## src/rtl/dmac_pkg.sv

```systemverilog
// Shared definitions for the DMA controller: AHB transfer/size encodings,
// the channel controller state type and a beat-size clamp helper.
package dmac_pkg;

    localparam int unsigned HTRANS_W = 2;
    localparam int unsigned HSIZE_W  = 2;

    typedef enum logic [HTRANS_W-1:0] {
        HTRANS_IDLE    = 2'b00,
        HTRANS_BUSY    = 2'b01,
        HTRANS_NON_SEQ = 2'b10,
        HTRANS_SEQ     = 2'b11
    } htrans_t;

    typedef enum logic [2:0] {
        ST_IDLE  = 3'd0,
        ST_LOAD  = 3'd1,
        ST_READ  = 3'd2,
        ST_TURN  = 3'd3,
        ST_WRITE = 3'd4,
        ST_DONE  = 3'd5
    } state_t;

    localparam logic [HSIZE_W-1:0] HSIZE_BYTE = 2'd0;
    localparam logic [HSIZE_W-1:0] HSIZE_HALF = 2'd1;
    localparam logic [HSIZE_W-1:0] HSIZE_WORD = 2'd2;

    // Encoding 3 is reserved; it behaves as a word access.
    function automatic logic [HSIZE_W-1:0] hsize_clamp(input logic [HSIZE_W-1:0] h);
        return (h == 2'd3) ? HSIZE_WORD : h;
    endfunction

endpackage

```

## src/rtl/dmac_addr_gen.sv

```systemverilog
// Load/increment address register.
// Ports: clk, rst_n (async active-low), en (update), sel (1=load cfg, 0=add inc),
//        cfg (start address), inc (step), addr (registered address).
module dmac_addr_gen #(
    parameter int unsigned ADDR_W = 32
) (
    input  logic              clk,
    input  logic              rst_n,
    input  logic              en,
    input  logic              sel,
    input  logic [ADDR_W-1:0] cfg,
    input  logic [ADDR_W-1:0] inc,
    output logic [ADDR_W-1:0] addr
);

    // Increment wraps modulo 2**ADDR_W with no carry out.
    always_ff @(posedge clk or negedge rst_n) begin
        if (!rst_n) begin
            addr <= '0;
        end else if (en) begin
            addr <= sel ? cfg : addr + inc;
        end
    end

endmodule

```

## src/rtl/dmac_channel_dp.sv

```systemverilog
// Per-channel DMA datapath: source/destination address generators, remaining
// transfer counter, burst-length register and beat counter, plus the status
// flags consumed by the channel controller.
// Ports: clk, rst (async active-low); *_cfg programmed values; s/d/t/b/h_sel
//        operand selects; s_en/d_en/ts_en/burst_en/count_en register enables;
//        HAddr/HSize AHB address and size; bsz/tsz/tslb flags; beat_cnt.
module dmac_channel_dp
    import dmac_pkg::*;
#(
    parameter int unsigned ADDR_W = 32,
    parameter int unsigned TS_W   = 16,
    parameter int unsigned BS_W   = 8
) (
    input  logic              clk,
    input  logic              rst,
    input  logic [ADDR_W-1:0] src_addr_cfg,
    input  logic [ADDR_W-1:0] dst_addr_cfg,
    input  logic [TS_W-1:0]   trans_size_cfg,
    input  logic [BS_W-1:0]   burst_size_cfg,
    input  logic [1:0]        hsize_cfg,
    input  logic              s_sel,
    input  logic              d_sel,
    input  logic              t_sel,
    input  logic              b_sel,
    input  logic              h_sel,
    input  logic              s_en,
    input  logic              d_en,
    input  logic              ts_en,
    input  logic              burst_en,
    input  logic              count_en,
    output logic [ADDR_W-1:0] HAddr,
    output logic [2:0]        HSize,
    output logic              bsz,
    output logic              tsz,
    output logic              tslb,
    output logic [BS_W-1:0]   beat_cnt
);

    logic [1:0]        hsize_eff;
    logic [ADDR_W-1:0] inc;
    logic [BS_W-1:0]   bs_eff;
    logic [TS_W-1:0]   rem_src;
    logic [TS_W-1:0]   burst_len_ext;
    logic [ADDR_W-1:0] src_addr;
    logic [ADDR_W-1:0] dst_addr;
    logic [TS_W-1:0]   ts_rem;
    logic [BS_W-1:0]   burst_len;

    assign hsize_eff     = hsize_clamp(hsize_cfg);
    assign inc           = ADDR_W'(1) << hsize_eff;
    assign bs_eff        = (burst_size_cfg == '0) ? BS_W'(1) : burst_size_cfg;
    // Remaining size seen by the controller: the freshly programmed size while loading.
    assign rem_src       = t_sel ? trans_size_cfg : ts_rem;
    assign burst_len_ext = TS_W'(burst_len);

    dmac_addr_gen #(.ADDR_W(ADDR_W)) u_src_gen (
        .clk   (clk),
        .rst_n (rst),
        .en    (s_en),
        .sel   (s_sel),
        .cfg   (src_addr_cfg),
        .inc   (inc),
        .addr  (src_addr)
    );

    dmac_addr_gen #(.ADDR_W(ADDR_W)) u_dst_gen (
        .clk   (clk),
        .rst_n (rst),
        .en    (d_en),
        .sel   (d_sel),
        .cfg   (dst_addr_cfg),
        .inc   (inc),
        .addr  (dst_addr)
    );

    // Remaining transfer size: one burst retired per decrement, floored at zero.
    always_ff @(posedge clk or negedge rst) begin
        if (!rst) begin
            ts_rem <= '0;
        end else if (ts_en) begin
            if (t_sel) begin
                ts_rem <= trans_size_cfg;
            end else if (ts_rem > burst_len_ext) begin
                ts_rem <= ts_rem - burst_len_ext;
            end else begin
                ts_rem <= '0;
            end
        end
    end

    // Burst length: full burst, or the short tail when fewer beats remain.
    always_ff @(posedge clk or negedge rst) begin
        if (!rst) begin
            burst_len <= '0;
        end else if (burst_en) begin
            burst_len <= b_sel ? BS_W'(rem_src) : bs_eff;
        end
    end

    // Beat counter: cleared on every burst-length update, wraps after the last beat.
    always_ff @(posedge clk or negedge rst) begin
        if (!rst) begin
            beat_cnt <= '0;
        end else if (burst_en) begin
            beat_cnt <= '0;
        end else if (count_en) begin
            beat_cnt <= bsz ? '0 : beat_cnt + BS_W'(1);
        end
    end

    assign bsz   = (burst_len != '0) && (beat_cnt == burst_len - BS_W'(1));
    assign tsz   = (ts_rem == '0);
    assign tslb  = (rem_src != '0) && (rem_src < TS_W'(bs_eff));
    assign HAddr = h_sel ? dst_addr : src_addr;
    assign HSize = {1'b0, hsize_eff};

endmodule
```

## config.mk

```make
export PLATFORM = sky130hd
export DESIGN_NAME = dmac_channel_dp
export DESIGN_NICKNAME = d
export VERILOG_FILES = /design/src/rtl/dmac_pkg.sv /design/src/rtl/dmac_addr_gen.sv /design/src/rtl/dmac_channel_dp.sv
export SDC_FILE = /design/constraint.sdc
export NUM_CORES = 1
export LEC_CHECK = 0
export BUFFER_PORTS_ARGS = -buffer_cell sky130_fd_sc_hd__buf_2
export CAP_MARGIN = 10
export CELL_PAD_IN_SITES_DETAIL_PLACEMENT = 0
export CELL_PAD_IN_SITES_GLOBAL_PLACEMENT = 1
export CORE_UTILIZATION = 37
export DETAILED_ROUTE_END_ITERATION = 10
export PLACE_DENSITY = 0.75
export SLEW_MARGIN = 10
export SYNTH_ARGS = -nofsm -noshare
export SYNTH_HDL_FRONTEND = slang
export SYNTH_SLANG_ARGS = --single-unit
export TNS_END_PERCENT = 1
```

## constraint.sdc

```tcl
create_clock -name clk -period 2.64 [get_ports clk]
set_input_delay 0.528 -clock clk [delete_from_list [all_inputs] [get_ports clk]]
set_output_delay 0.528 -clock clk [all_outputs]
set_load 0.005 [all_outputs]
```

==> summary.txt <==
PD cells - 589 mW/mm^2
overall routed net length - 23.6 mm
# DRC - 0
Core Region - 0.0195 mm^2
IO Port Bufs - 146
highest-count cells in the layout ignoring fill and taps - 145 x buf_2, 96 x dfrtp_1, 95 x nand2_1
Worst EP required - 2.11 ns
clk_lat worst skew - 0.36 ns
cts bufs inserted - 9
Initial DRC Count - 414
first-pass GRT wire length - 37.2 mm
crit path time final - 2.78 ns
largest net degree at the start of global routing - 65
Seq/Total Area, Yosys - 32.8%
CP max stage delay - 0.50 ns
most common cell after layout, fill and taps aside - buf_2
post-synthesis cell count - 903
EDFF count, synth - 0
CP dominant cell by count - a2111oi_4
dpl hpwl - 17.8 mm
placed insts - 1334
DRT Pass-1 Iters - 5
Slew Limit Fails - 0
launch point of the worst path - burst_len[0]
ys flop type - dfrtp_1
die area - 0.0204 mm^2
internal power - 3.40 mW
#FFs+latches synth - 96
clock tree buffer depth - 2
clk sinks - 96
buffers and inverters on the worst path - 2
num ports - 148
Comb power frac - 37.9%
CP max FO - 3
worst r2r path cells - 12
synthesized-area fraction occupied by adder cells - 5.09%
largest family of logic cells by synthesized area - compound AO/OA/AOI/OAI gates
Initial Utilization - 37.7%
Critical Path Sink - bsz
final hold vios - 0
Synth Warn # - 0
Sw Share - 37.2%
TritonCTS clock tree - built
routed len/inst - 17.4 um
Post-Synth XOR/XNOR Area - 1.55%
Leak Pwr - 4.02 nW
Layout Nets - 1213
unique cell type count in the Yosys netlist - 75
Worst Max-Slew Pin Slew - 0.625 ns
worst r2r dst - ts_rem[9]
hold buffer count at cts - 0
relative slew slack - 58.3%
Psw - 2.01 mW
critical path depth - 6
status - complete, but fails checks
post-route antenna net violation count - 0
Site Rows - 51
worst r2r src - burst_len[0]
worst path arrival time - 2.25 ns
number of max-cap violations - 0
synthesized area - 0.00733 mm^2
flop2flop setup slack - 0.13 ns
gp weighted congestion - 0.899
post-synthesis mux area share - 6.45%
clk root buf - clkbuf_16
clock skew - 0.0105 ns
Die Ht - 143 um
CP startpoint kind - flop
Total Power - 5.41 mW
share of cells above drive strength 1 - 28.1%
Clock power frac - 24.6%
Async SR Flop Fraction - 100%
cells along the critical path - buf_4 > or4_4 > a2111oi_4 > nor2_2 > a2111oi_4 > buf_2
die span in x - 143 um
CP top delay family - compound AO/OA/AOI/OAI gates
hold crit path type - input port to async pin
Non-Filler Instances - 1353
CP max-delay cell - or4_4
initial antenna violation count - 2
vias in the first global route - 6947
via density per instance - 5.50
Place WS - -0.237 ns
fin crit share - 105%
CP Capture Type - primary output
H-tree lvl count - 3
Final Setup Violations - 2
final worst slack - -0.138 ns
critical path type - flop to primary output
Max VDD drop - 0.334 mV
RSZ-0062 raised after global routing - yes
Fmax - 360 MHz
final core area utilization - 47.2%
failing checks - negative setup slack
syn_area_per_cell - 8.12 um^2
routed vias - 7447
Seq pwr share - 37.6%
Post-Synth Simple-Gate Area - 20.8%
area grow syn2layout - 25.4%
clk slew on worst S/H paths - 0.07 ns
Overflow after GRT - 0
Compound-Gate Fraction of Synth Area - 27.8%
gr usage total - 23.8%
sequential cells by signal, indices dropped and copies added, names as in the netlist:
name / count
u_dst_gen.addr: 32
u_src_gen.addr: 32
ts_rem: 16
beat_cnt: 8
burst_len: 8
what timing repair did:
| item | 4_1_cts | 5_1_grt |
|---|---|---|
| gates resized for setup | 9 | 13 |
| pin swaps | 5 | 4 |
| endpoints found under the hold margin | 0 | 0 |
| setup buffers | 2 | 1 |
| endpoints found under the setup margin | 3 | 17 |
power groups by stage:
stage / clock network, mW / logic [mW] / registers, mW
after floorplan: 0 / 1.26 / 1.94
after global placement: 0 / 1.95 / 2.05
after detailed placement: 0 / 1.97 / 2.05
after CTS: 1.36 / 2.01 / 2.03
after global routing: 1.41 / 2.29 / 2.07
final: 1.33 / 2.05 / 2.03
cell type report:
class | instances | area [um^2]
diodes | 1 | 2.50
clock inverters | 2 | 12.5
flip-flops and latches | 96 | 2400
inverters | 50 | 188
fillers | 1976 | 10300
well taps | 265 | 332
multi-input cells | 704 | 4620
clock buffers | 13 | 280
repair buffers | 222 | 1350
metal layers:
layer  global-route usage [%]  share of wire [%]
met5                        0              0.051
met4                     8.89                2.2
met3                     4.39                5.0
met2                     39.9                 48
met1                     30.3                 45
synth_stat cells (10+ instances only):
library cell / count / area, um^2
a211oi_1: 11 / 82.6
a21o_1: 17 / 128
a21oi_1: 80 / 400
a22o_1: 20 / 175
clkbuf_1: 49 / 184
dfrtp_1: 96 / 2400
ha_1: 25 / 313
inv_1: 48 / 180
mux2_2: 26 / 293
mux2i_1: 18 / 180
nand2_1: 96 / 360
nand3_1: 36 / 180
nand4_1: 15 / 93.8
nor2_1: 50 / 188
nor2b_1: 12 / 75.1
nor3_1: 16 / 80.1
nor4_1: 14 / 87.6
o21ai_0: 76 / 380
o22ai_1: 29 / 181
o31ai_1: 15 / 113
or3_1: 10 / 62.6
worst min path at each step:
| stage | from | to | slack [ns] | depth (start not counted) |
|---|---|---|---|---|
| 6_report | rst | u_dst_gen.addr[7] | 0.15 | 1 |
| 3_3_place_gp | ts_rem[12] | ts_rem[12] | 0.50 | 1 |
| 3_5_place_dp | ts_rem[12] | ts_rem[12] | 0.49 | 1 |
| 2_1_floorplan | rst | beat_cnt[0] | 0.23 | 0 |
| 4_1_cts | rst | u_dst_gen.addr[7] | 0.17 | 1 |
| 5_1_grt | rst | u_dst_gen.addr[7] | 0.20 | 1 |
stage by stage:
stage / area, um^2 / setup TNS [ns] / hold slack (ns)
after floorplan: 7340 / -0.132 / 0.232
after global placement: 8790 / -2.30 / 0.498
after detailed placement: 8790 / -2.84 / 0.493
after CTS: 9140 / -0.225 / 0.173
after global routing: 9190 / -0.497 / 0.196
final: 9190 / -0.164 / 0.154
kinds of logic (layout without fill, tap and decap cells):
group                    Yosys count  in the layout
AO/OA/AOI/OAI                    315            315
XOR/XNOR                          13             13
adder cells (fa/ha/maj)           28             28
buffers and inverters            105            287
flip-flops                        96             96
multiplexers                      44             44
other                              1              4
AND/OR/NAND/NOR                  301            301
No activity file was read; power rests on OpenSTA's default activity.
